<file path="config.mk">
export PLATFORM = sky130hd
export DESIGN_NAME = hit_detector_flat
export DESIGN_NICKNAME = d
export VERILOG_FILES = /design/src/rtl/hit_detector_if.sv /design/src/rtl/hit_detector.sv /design/src/flat_wrapper.sv
export SDC_FILE = /design/constraint.sdc
export NUM_CORES = 1
export LEC_CHECK = 0
export ABC_AREA = 1
export BUFFER_PORTS_ARGS = -buffer_cell sky130_fd_sc_hd__buf_2
export CORE_UTILIZATION = 40
export DETAILED_ROUTE_END_ITERATION = 10
export GPL_TIMING_DRIVEN = 1
export SLEW_MARGIN = 20
export SYNTH_ARGS = -nofsm -noshare
export SYNTH_HDL_FRONTEND = slang
export SYNTH_SLANG_ARGS = --single-unit
</file>
<file path="constraint.sdc">
create_clock -name clock -period 2.99 [get_ports clock]
set_clock_uncertainty 0.05 [all_clocks]
set_input_delay 0.598 -clock clock [delete_from_list [all_inputs] [get_ports clock]]
set_output_delay 0.598 -clock clock [all_outputs]
set_load 0.01 [all_outputs]
</file>
<file path="src/rtl/hit_detector_if.sv">
// rtl/hit_detector_if.sv - pixel stream, trigger and result signals of the hit detector
interface hit_detector_if;
  logic       plot;
  logic [7:0] x;
  logic [6:0] y;
  logic [2:0] colour;
  logic       frame_start;
  logic       frame_done;
  logic       fire;
  logic       reload;
  logic [7:0] aim_x;
  logic [6:0] aim_y;
  logic       hit;
  logic       miss;
  logic       busy;
  logic [7:0] hit_count;
  logic [3:0] shots;

  modport master (
    output plot, x, y, colour, frame_start, frame_done, fire, reload, aim_x, aim_y,
    input  hit, miss, busy, hit_count, shots
  );

  modport slave (
    input  plot, x, y, colour, frame_start, frame_done, fire, reload, aim_x, aim_y,
    output hit, miss, busy, hit_count, shots
  );
endinterface

</file>
<file path="src/rtl/hit_detector.sv">
// rtl/hit_detector.sv - scores a shot by watching the next draw pass for a non-background
// pixel inside the crosshair window
module hit_detector #(
  parameter int         WINDOW    = 1,
  parameter logic [2:0] BG_COLOUR = 3'b000,
  parameter int         AMMO      = 3
) (
  input logic           clock,
  input logic           resetn,
  hit_detector_if.slave bus
);

  typedef enum logic [1:0] {IDLE, ARMED, SCAN, REPORT} state_t;

  localparam logic [8:0] WIN_X  = 9'(WINDOW);
  localparam logic [7:0] WIN_Y  = 8'(WINDOW);
  localparam logic [3:0] AMMO_L = 4'(AMMO);

  state_t     r_state;
  logic       r_fire_q;
  logic [7:0] r_cap_x;
  logic [6:0] r_cap_y;
  logic       r_found;
  logic       r_hit;
  logic       r_miss;
  logic       r_busy;
  logic [7:0] r_hit_count;
  logic [3:0] r_shots;

  logic [8:0] w_dx;
  logic [8:0] w_adx;
  logic [7:0] w_dy;
  logic [7:0] w_ady;
  logic       w_match;
  logic       w_found_next;
  logic       w_fire_edge;

  // Zero-extended differences keep the sign bit, so screen edges never wrap around.
  assign w_dx  = {1'b0, bus.x} - {1'b0, r_cap_x};
  assign w_adx = w_dx[8] ? (~w_dx + 9'd1) : w_dx;
  assign w_dy  = {1'b0, bus.y} - {1'b0, r_cap_y};
  assign w_ady = w_dy[7] ? (~w_dy + 8'd1) : w_dy;

  assign w_match      = bus.plot && (bus.colour != BG_COLOUR) && (w_adx <= WIN_X) && (w_ady <= WIN_Y);
  assign w_found_next = r_found | w_match;
  assign w_fire_edge  = bus.fire & ~r_fire_q;

  always_ff @(posedge clock) begin
    if (!resetn) begin
      r_state     <= IDLE;
      r_fire_q    <= 1'b1;
      r_cap_x     <= '0;
      r_cap_y     <= '0;
      r_found     <= 1'b0;
      r_hit       <= 1'b0;
      r_miss      <= 1'b0;
      r_busy      <= 1'b0;
      r_hit_count <= '0;
      r_shots     <= AMMO_L;
    end else begin
      r_fire_q <= bus.fire;
      r_hit    <= 1'b0;
      r_miss   <= 1'b0;
      case (r_state)
        IDLE: begin
          if (w_fire_edge && (r_shots != 4'd0)) begin
            r_cap_x <= bus.aim_x;
            r_cap_y <= bus.aim_y;
            r_shots <= r_shots - 4'd1;
            r_busy  <= 1'b1;
            r_state <= ARMED;
          end else if (bus.reload) begin
            r_shots <= AMMO_L;
          end
        end
        ARMED: begin
          if (bus.frame_start) begin
            r_found <= 1'b0;
            r_state <= SCAN;
          end
        end
        SCAN: begin
          r_found <= w_found_next;
          // The closing pixel still counts, so the result uses the updated flag.
          if (bus.frame_done) begin
            r_hit   <= w_found_next;
            r_miss  <= ~w_found_next;
            r_state <= REPORT;
            if (w_found_next && (r_hit_count != 8'hFF)) begin
              r_hit_count <= r_hit_count + 8'd1;
            end
          end
        end
        REPORT: begin
          r_busy  <= 1'b0;
          r_state <= IDLE;
        end
        default: begin
          r_busy  <= 1'b0;
          r_state <= IDLE;
        end
      endcase
    end
  end

  assign bus.hit       = r_hit;
  assign bus.miss      = r_miss;
  assign bus.busy      = r_busy;
  assign bus.hit_count = r_hit_count;
  assign bus.shots     = r_shots;

endmodule
</file>
<file path="src/flat_wrapper.sv">
// flat-port wrapper written by rule: the top's interface ports become plain ports
module hit_detector_flat 
#(
  parameter int         WINDOW    = 1,
  parameter logic [2:0] BG_COLOUR = 3'b000,
  parameter int         AMMO      = 3
)
  (clock, resetn, bus_plot, bus_x, bus_y, bus_colour, bus_frame_start, bus_frame_done, bus_fire, bus_reload, bus_aim_x, bus_aim_y, bus_hit, bus_miss, bus_busy, bus_hit_count, bus_shots);
  hit_detector_if bus_i ();
  input logic clock;
  input logic resetn;
  input wire logic [$bits(bus_i.plot)-1:0] bus_plot;
  input wire logic [$bits(bus_i.x)-1:0] bus_x;
  input wire logic [$bits(bus_i.y)-1:0] bus_y;
  input wire logic [$bits(bus_i.colour)-1:0] bus_colour;
  input wire logic [$bits(bus_i.frame_start)-1:0] bus_frame_start;
  input wire logic [$bits(bus_i.frame_done)-1:0] bus_frame_done;
  input wire logic [$bits(bus_i.fire)-1:0] bus_fire;
  input wire logic [$bits(bus_i.reload)-1:0] bus_reload;
  input wire logic [$bits(bus_i.aim_x)-1:0] bus_aim_x;
  input wire logic [$bits(bus_i.aim_y)-1:0] bus_aim_y;
  output wire logic [$bits(bus_i.hit)-1:0] bus_hit;
  output wire logic [$bits(bus_i.miss)-1:0] bus_miss;
  output wire logic [$bits(bus_i.busy)-1:0] bus_busy;
  output wire logic [$bits(bus_i.hit_count)-1:0] bus_hit_count;
  output wire logic [$bits(bus_i.shots)-1:0] bus_shots;
  assign bus_i.plot = bus_plot;
  assign bus_i.x = bus_x;
  assign bus_i.y = bus_y;
  assign bus_i.colour = bus_colour;
  assign bus_i.frame_start = bus_frame_start;
  assign bus_i.frame_done = bus_frame_done;
  assign bus_i.fire = bus_fire;
  assign bus_i.reload = bus_reload;
  assign bus_i.aim_x = bus_aim_x;
  assign bus_i.aim_y = bus_aim_y;
  assign bus_hit = bus_i.hit;
  assign bus_miss = bus_i.miss;
  assign bus_busy = bus_i.busy;
  assign bus_hit_count = bus_i.hit_count;
  assign bus_shots = bus_i.shots;
  hit_detector #(.WINDOW(WINDOW), .BG_COLOUR(BG_COLOUR), .AMMO(AMMO)) u_core (.clock(clock), .resetn(resetn), .bus(bus_i));
endmodule
</file>
After elaboration in Yosys (flattened, before gate mapping):

Cells that the tools add are included.

* flip-flop bits (word level): 34
* latch bits: 0
* bits in writable memories: 0
* ROM bits: 0
* word-level logic and storage cells: 61
* memories: 0

* add/subtract/negate cells: 6
* multipliers: 0
* div/mod/pow operators: 0
* $lt $le $gt $ge: 2
* equal/unequal tests: 7
* shift operators: 0
* multiplexer cells: 12
* bitwise operators: 6
* reduce and logical (&&, ||, !) cells: 18

Operators by type and width (number)
* $add A8 B1 Y8 const B: 2
* $add A9 B1 Y9 const B: 1
* $le A9 B1 Y1 const B: 1
* $mux W9: 1
* $not A9 Y9: 1
* $reduce_and A3 Y1: 3
* $sub A8 B8 Y9: 1
* $le A8 B1 Y1 const B: 1
* $mux W4: 2
* $mux W8: 1
* $ne A8 B8 Y1 const B: 1
* $not A8 Y8: 1
* $pmux W2 S4: 1
* $reduce_and A2 Y1: 4
* $sub A7 B7 Y8: 1
* $mux W2: 3
* $reduce_bool A2 Y1: 3
* $logic_and A1 B1 Y1: 5
* $eq A2 B2 Y1 const B: 2
* $ne A2 B2 Y1 const B: 2
* $pmux W1 S2: 2
* $reduce_bool A4 Y1: 1
* $sub A4 B1 Y4 const B: 1
* $reduce_bool A3 Y1: 1
* 7 further kinds: 9

Logic depth before layout (Yosys ltp):

* depth in word-level cells: 10
* gate-level depth with buffers: 22

Worst setup path after synthesis:

Ideal clock, no wire load.

* path kind: input to register
* start: input bus_y[0]
* end: register u_core.r_hit_count[1], in the netlist u_core.bus.hit_count[1]
* setup time: 132 ps
* data arrival time: 2661 ps
* path slack: 147 ps
* stages: 19
* cells stage by stage: inv_1 -> ha_1 -> fa_1 -> ha_1 -> inv_1 -> nor2_1 -> nand3_1 -> nor2_1 -> nand2_1 -> nand2_1 -> nand2_1 -> nand2_1 -> nand4_1 -> a21oi_2 -> nand2_1 -> nand2_2 -> nand2_1 -> nand2_1 -> a21oi_1

* word-level cells in the longest chain between the ends: 9

Ends and longest elaborated chain
* start, declared: RTL line flat_wrapper.sv:14 `input wire logic [$bits(bus_i.y)-1:0] bus_y;`
* $sub A7 B7 Y8 (*): RTL line hit_detector.sv:41 `assign w_dy = {1'b0, bus.y} - {1'b0, r_cap_y};`
* $not A8 Y8: RTL line hit_detector.sv:42 `assign w_ady = w_dy[7] ? (~w_dy + 8'd1) : w_dy;`
* $add A8 B1 Y8: RTL line hit_detector.sv:42
* $mux W8 (*): RTL line hit_detector.sv:42
* $le A8 B1 Y1 (*): RTL line hit_detector.sv:44 `assign w_match = bus.plot && (bus.colour != BG_COLOUR) && (w_adx <= WIN_X) && (w_ady <= WIN_Y);`
* $logic_and A1 B1 Y1 (*): RTL line hit_detector.sv:44
* $or A1 B1 Y1 (*): RTL line hit_detector.sv:45 `assign w_found_next = r_found | w_match;`
* $logic_and A1 B1 Y1 (*): RTL line hit_detector.sv:89 `if (w_found_next && (r_hit_count != 8'hFF)) begin`
* $reduce_and A3 Y1 (no source line) (*)
* end signal, assigned: RTL line hit_detector.sv:90 `r_hit_count <= r_hit_count + 8'd1;`
* end, declared: RTL line hit_detector.sv:27 `logic [7:0] r_hit_count;`

Every way passes the cells marked *; elsewhere a longest branch is shown, timed or not.
A chain may end at the register's enable or synchronous reset.

Final worst setup path:

* start: input bus_x[0]
* end: register u_core.r_hit_count[1], in the netlist u_core.bus.hit_count[1]

* word-level cells in the longest chain between the ends: 10

Ends and longest elaborated chain
* start, declared: RTL line flat_wrapper.sv:13 `input wire logic [$bits(bus_i.x)-1:0] bus_x;`
* $sub A8 B8 Y9 (*): RTL line hit_detector.sv:39 `assign w_dx = {1'b0, bus.x} - {1'b0, r_cap_x};`
* $not A9 Y9: RTL line hit_detector.sv:40 `assign w_adx = w_dx[8] ? (~w_dx + 9'd1) : w_dx;`
* $add A9 B1 Y9: RTL line hit_detector.sv:40
* $mux W9 (*): RTL line hit_detector.sv:40
* $le A9 B1 Y1 (*): RTL line hit_detector.sv:44
* $logic_and A1 B1 Y1 (*) (2 in series): RTL line hit_detector.sv:44
* $or A1 B1 Y1 (*): RTL line hit_detector.sv:45
* $logic_and A1 B1 Y1 (*): RTL line hit_detector.sv:89
* $reduce_and A3 Y1 (no source line) (*)

Marked as above.

==> results.tsv <==
metric	value	unit
status	completed	
Async SR Flop Fraction	0	%
ANT cells	0	
vias	2888	
pre-CTS setup slack	-0.264	ns
post-DR vias/cell	4.76	
CP max FO	7	
TritonRoute pass-1 iters	4	
Seq. cell area	681	sq um
reg2reg end	u_core.bus.hit_count[1]$_SDFFE_PN0P_	
CTS tree	done	
iteration-0 DRC count of the detailed router	96	
leakage	1.78	nW
area growth from synthesis to layout	24.1	%
Max Cap Viol	0	
dominant cells by area after synthesis	dfxtp_1 24%, nand2_1 16%, ha_1 11%, inv_1 9.4%, nand3_1 7.9%	
top-area cell type share of the netlist area	24.3	%
CP most frequent cell	inv_2	
die footprint	0.00735	sq mm
I/O pins	55	
total gr overflow	0	
Synth area leader	dfxtp_1	
Pins Over Slew Limit	0	
Initial Util	41.3	%
Slew @ Worst Pin	0.694	ns
syn avg cell area	6.34	sq um
r2r setup slk	0.12	ns
pwr/cell area	489	mW/mm^2
detailed placement HPWL	5120	um
path depth of the worst reg2reg path	19	
Final Hold Violating Endpoints	0	
Synth cell types	32	
Syn Nets	508	
crit path to	u_core.bus.hit_count[1]$_SDFFE_PN0P_	
Die W	85.7	um
final-report setup violation count	0	
RSZ-0062 raised after global routing	yes	
path type of the worst min-delay path	reg -> reg	
slowest stage delay, CP	0.58	ns
Detail Route Antenna Nets	0	
Post-Syn Instances	442	
deepest clock path buffer count	2	
WP data required	3.16	ns
proportion of layout cells with a drive suffix above 1	24.1	%
Worst-path clk slew	0.07	ns
Die Ht	85.7	um
ys flop type	dfxtp_1	
first-pass GRT wire length	10800	um
Row Count	30	
period utilisation layout	96.9	%
RR Startpoint	u_core.r_cap_x[0]$_SDFFE_PN0P_	
Crit path buffers/inverters	7	
setup ws final	0.0938	ns
Startpoint Class	input port	
clock latency on the worst-skew pair	0.29	ns
CP max-delay cell	fa_2	
Placed Area	0.00325	sq mm
CTS buffer count	5	
drt drc	0	
Fmax	345	MHz
Core Box Area	0.00679	sq mm
Multi-input gate area	0.00189	sq mm
setup TNS	0	ns
Synth top cells by count	117 x nand2_1, 70 x inv_1, 44 x nand3_1	
CP Depth	21	
Cell Area, Synth	0.00280	sq mm
H-tree Lvls	2	
Final Cell Area	0.00348	sq mm
PortBufs	54	
largest net degree at the start of global routing	31	
minimum clock period	2.90	ns
CP arrival	3.07	ns
final core utilization	51.2	%
Yosys reg bits	34	
clk root buf	clkbuf_8	
total track usage	18.2	%
WHS Path Cells	2	
initial antenna violation count	0	
nets	576	
Worst Setup End Kind	flip-flop	
maximum vdd drop	372	uV
drt total wl	6520	um
Largest delay share family, worst path	adder cells	
WL/cell	10.7	um
Fill cells	708	
Post-synth EDFFs	0	
CTS Sinks	34	
Worst Setup SP	bus_x[0]	
GP Congestion	0.808	
vias in the first global route	2591	
yosys warns	0	
sequence of cells on the critical path	buf_6 -> inv_4 -> ha_4 -> inv_4 -> fa_2 -> inv_2 -> ha_4 -> inv_2 -> nor2_2 -> nand3_2 -> inv_2 -> o21ai_1 -> nand3_1 -> nor2_1 -> nand3_1 -> nor2_2 -> nand2_1 -> nand2_2 -> buf_6 -> nand3_2 -> a21oi_2	
Max-slew headroom	53.6	%
most frequent cell after synthesis	nand2_1	
crit path kind	in -> reg	
post-synthesis sequential area ratio	24.3	%
## power breakdown
| group | switching, W | internal [W] |
|---|---|---|
| Combinational | 0.000478 | 0.000289 |
| Sequential | 0.0000207 | 0.000495 |
| Clock | 0.000175 | 0.000245 |
## worst min path at each step
stage,startpoint,to
floorplan,u_core.r_cap_x[2]$_SDFFE_PN0P_,u_core.r_cap_x[2]$_SDFFE_PN0P_
global placement,u_core.r_cap_x[7]$_SDFFE_PN0P_,u_core.r_cap_x[7]$_SDFFE_PN0P_
detailed placement,u_core.r_cap_x[6]$_SDFFE_PN0P_,u_core.r_cap_x[6]$_SDFFE_PN0P_
CTS,u_core.r_cap_x[6]$_SDFFE_PN0P_,u_core.r_cap_x[6]$_SDFFE_PN0P_
global route,u_core.r_cap_x[3]$_SDFFE_PN0P_,u_core.r_cap_x[3]$_SDFFE_PN0P_
finish,u_core.r_cap_x[6]$_SDFFE_PN0P_,u_core.r_cap_x[6]$_SDFFE_PN0P_
## placed cells by master, fill, tap and decap left out, drive strengths merged, types with 4 or more instances in the layout
cell type / n
inv: 74
buf: 68
dfxtp: 34
nor2: 34
nand2: 126
o21ai: 21
a21oi: 39
clkbuf: 5
nand3: 48
ha: 24
nand4: 9
xnor2: 4
xor2: 7
## worst min-delay path, cell delays in order (launching register included)
cell and delay (ns):
dfxtp_1 0.30, inv_1 0.06, a21oi_1 0.06
## metal layers
layer	track usage, %	share of wire [%]	wire (um)
met3	3.08	4.2	275
met1	22.5	48	3130
met2	32.5	47	3070
met4	5.00	0.67	44
met5	0	0	0
## state kept, by name (all words and copies together), names as in the netlist
signal and cells:
u_core.bus.hit_count 8, u_core.r_cap_x 8, u_core.r_cap_y 7, u_core.bus.shots 4
u_core.r_state 2, u_core.bus.busy 1, u_core.bus.hit 1, u_core.bus.miss 1
u_core.r_fire_q 1, u_core.r_found 1
## metrics by stage
| step | hold WS (ns) | power (W) | cells |
|---|---|---|---|
| final | 0.407 | 0.00170 | 607 |
| after global routing | 0.432 | 0.00186 | 607 |
| after CTS | 0.411 | 0.00169 | 605 |
| after detailed placement | 0.401 | 0.00126 | 597 |
| after global placement | 0.395 | 0.00125 | 597 |
| after floorplan | 0.383 | 0.00108 | 442 |
## what timing repair did
item | 4_1_cts | 5_1_grt
buffers inserted | 0 | 2
endpoints found under the hold margin | 0 | 0
resized for setup | 0 | 30
hold buffers | 0 | 0
setup endpoints to repair | 0 | 10
## area by class of cell
cell class | count | share of cell area [%]
Timing Repair Buffer | 68 | 11.2
Inverter | 75 | 8.27
Tap cell | 96 | 3.45
Clock inverter | 3 | 1.15
Sequential cell | 34 | 19.6
Multi-Input combinational cell | 326 | 54.4
Clock buffer | 5 | 1.98
## logic make-up (layout without fill, tap and decap cells)
group / Yosys count / in the layout / share of synthesized area [%]
xor+xnor: 11 / 11 / 3.44
compound gates: 66 / 66 / 13.3
buf+inv: 82 / 151 / 11.3
flops: 34 / 34 / 24.3
simple gates: 223 / 223 / 35.6
fa+ha+maj: 26 / 26 / 12.1
No activity file was read; power rests on OpenSTA's default activity.
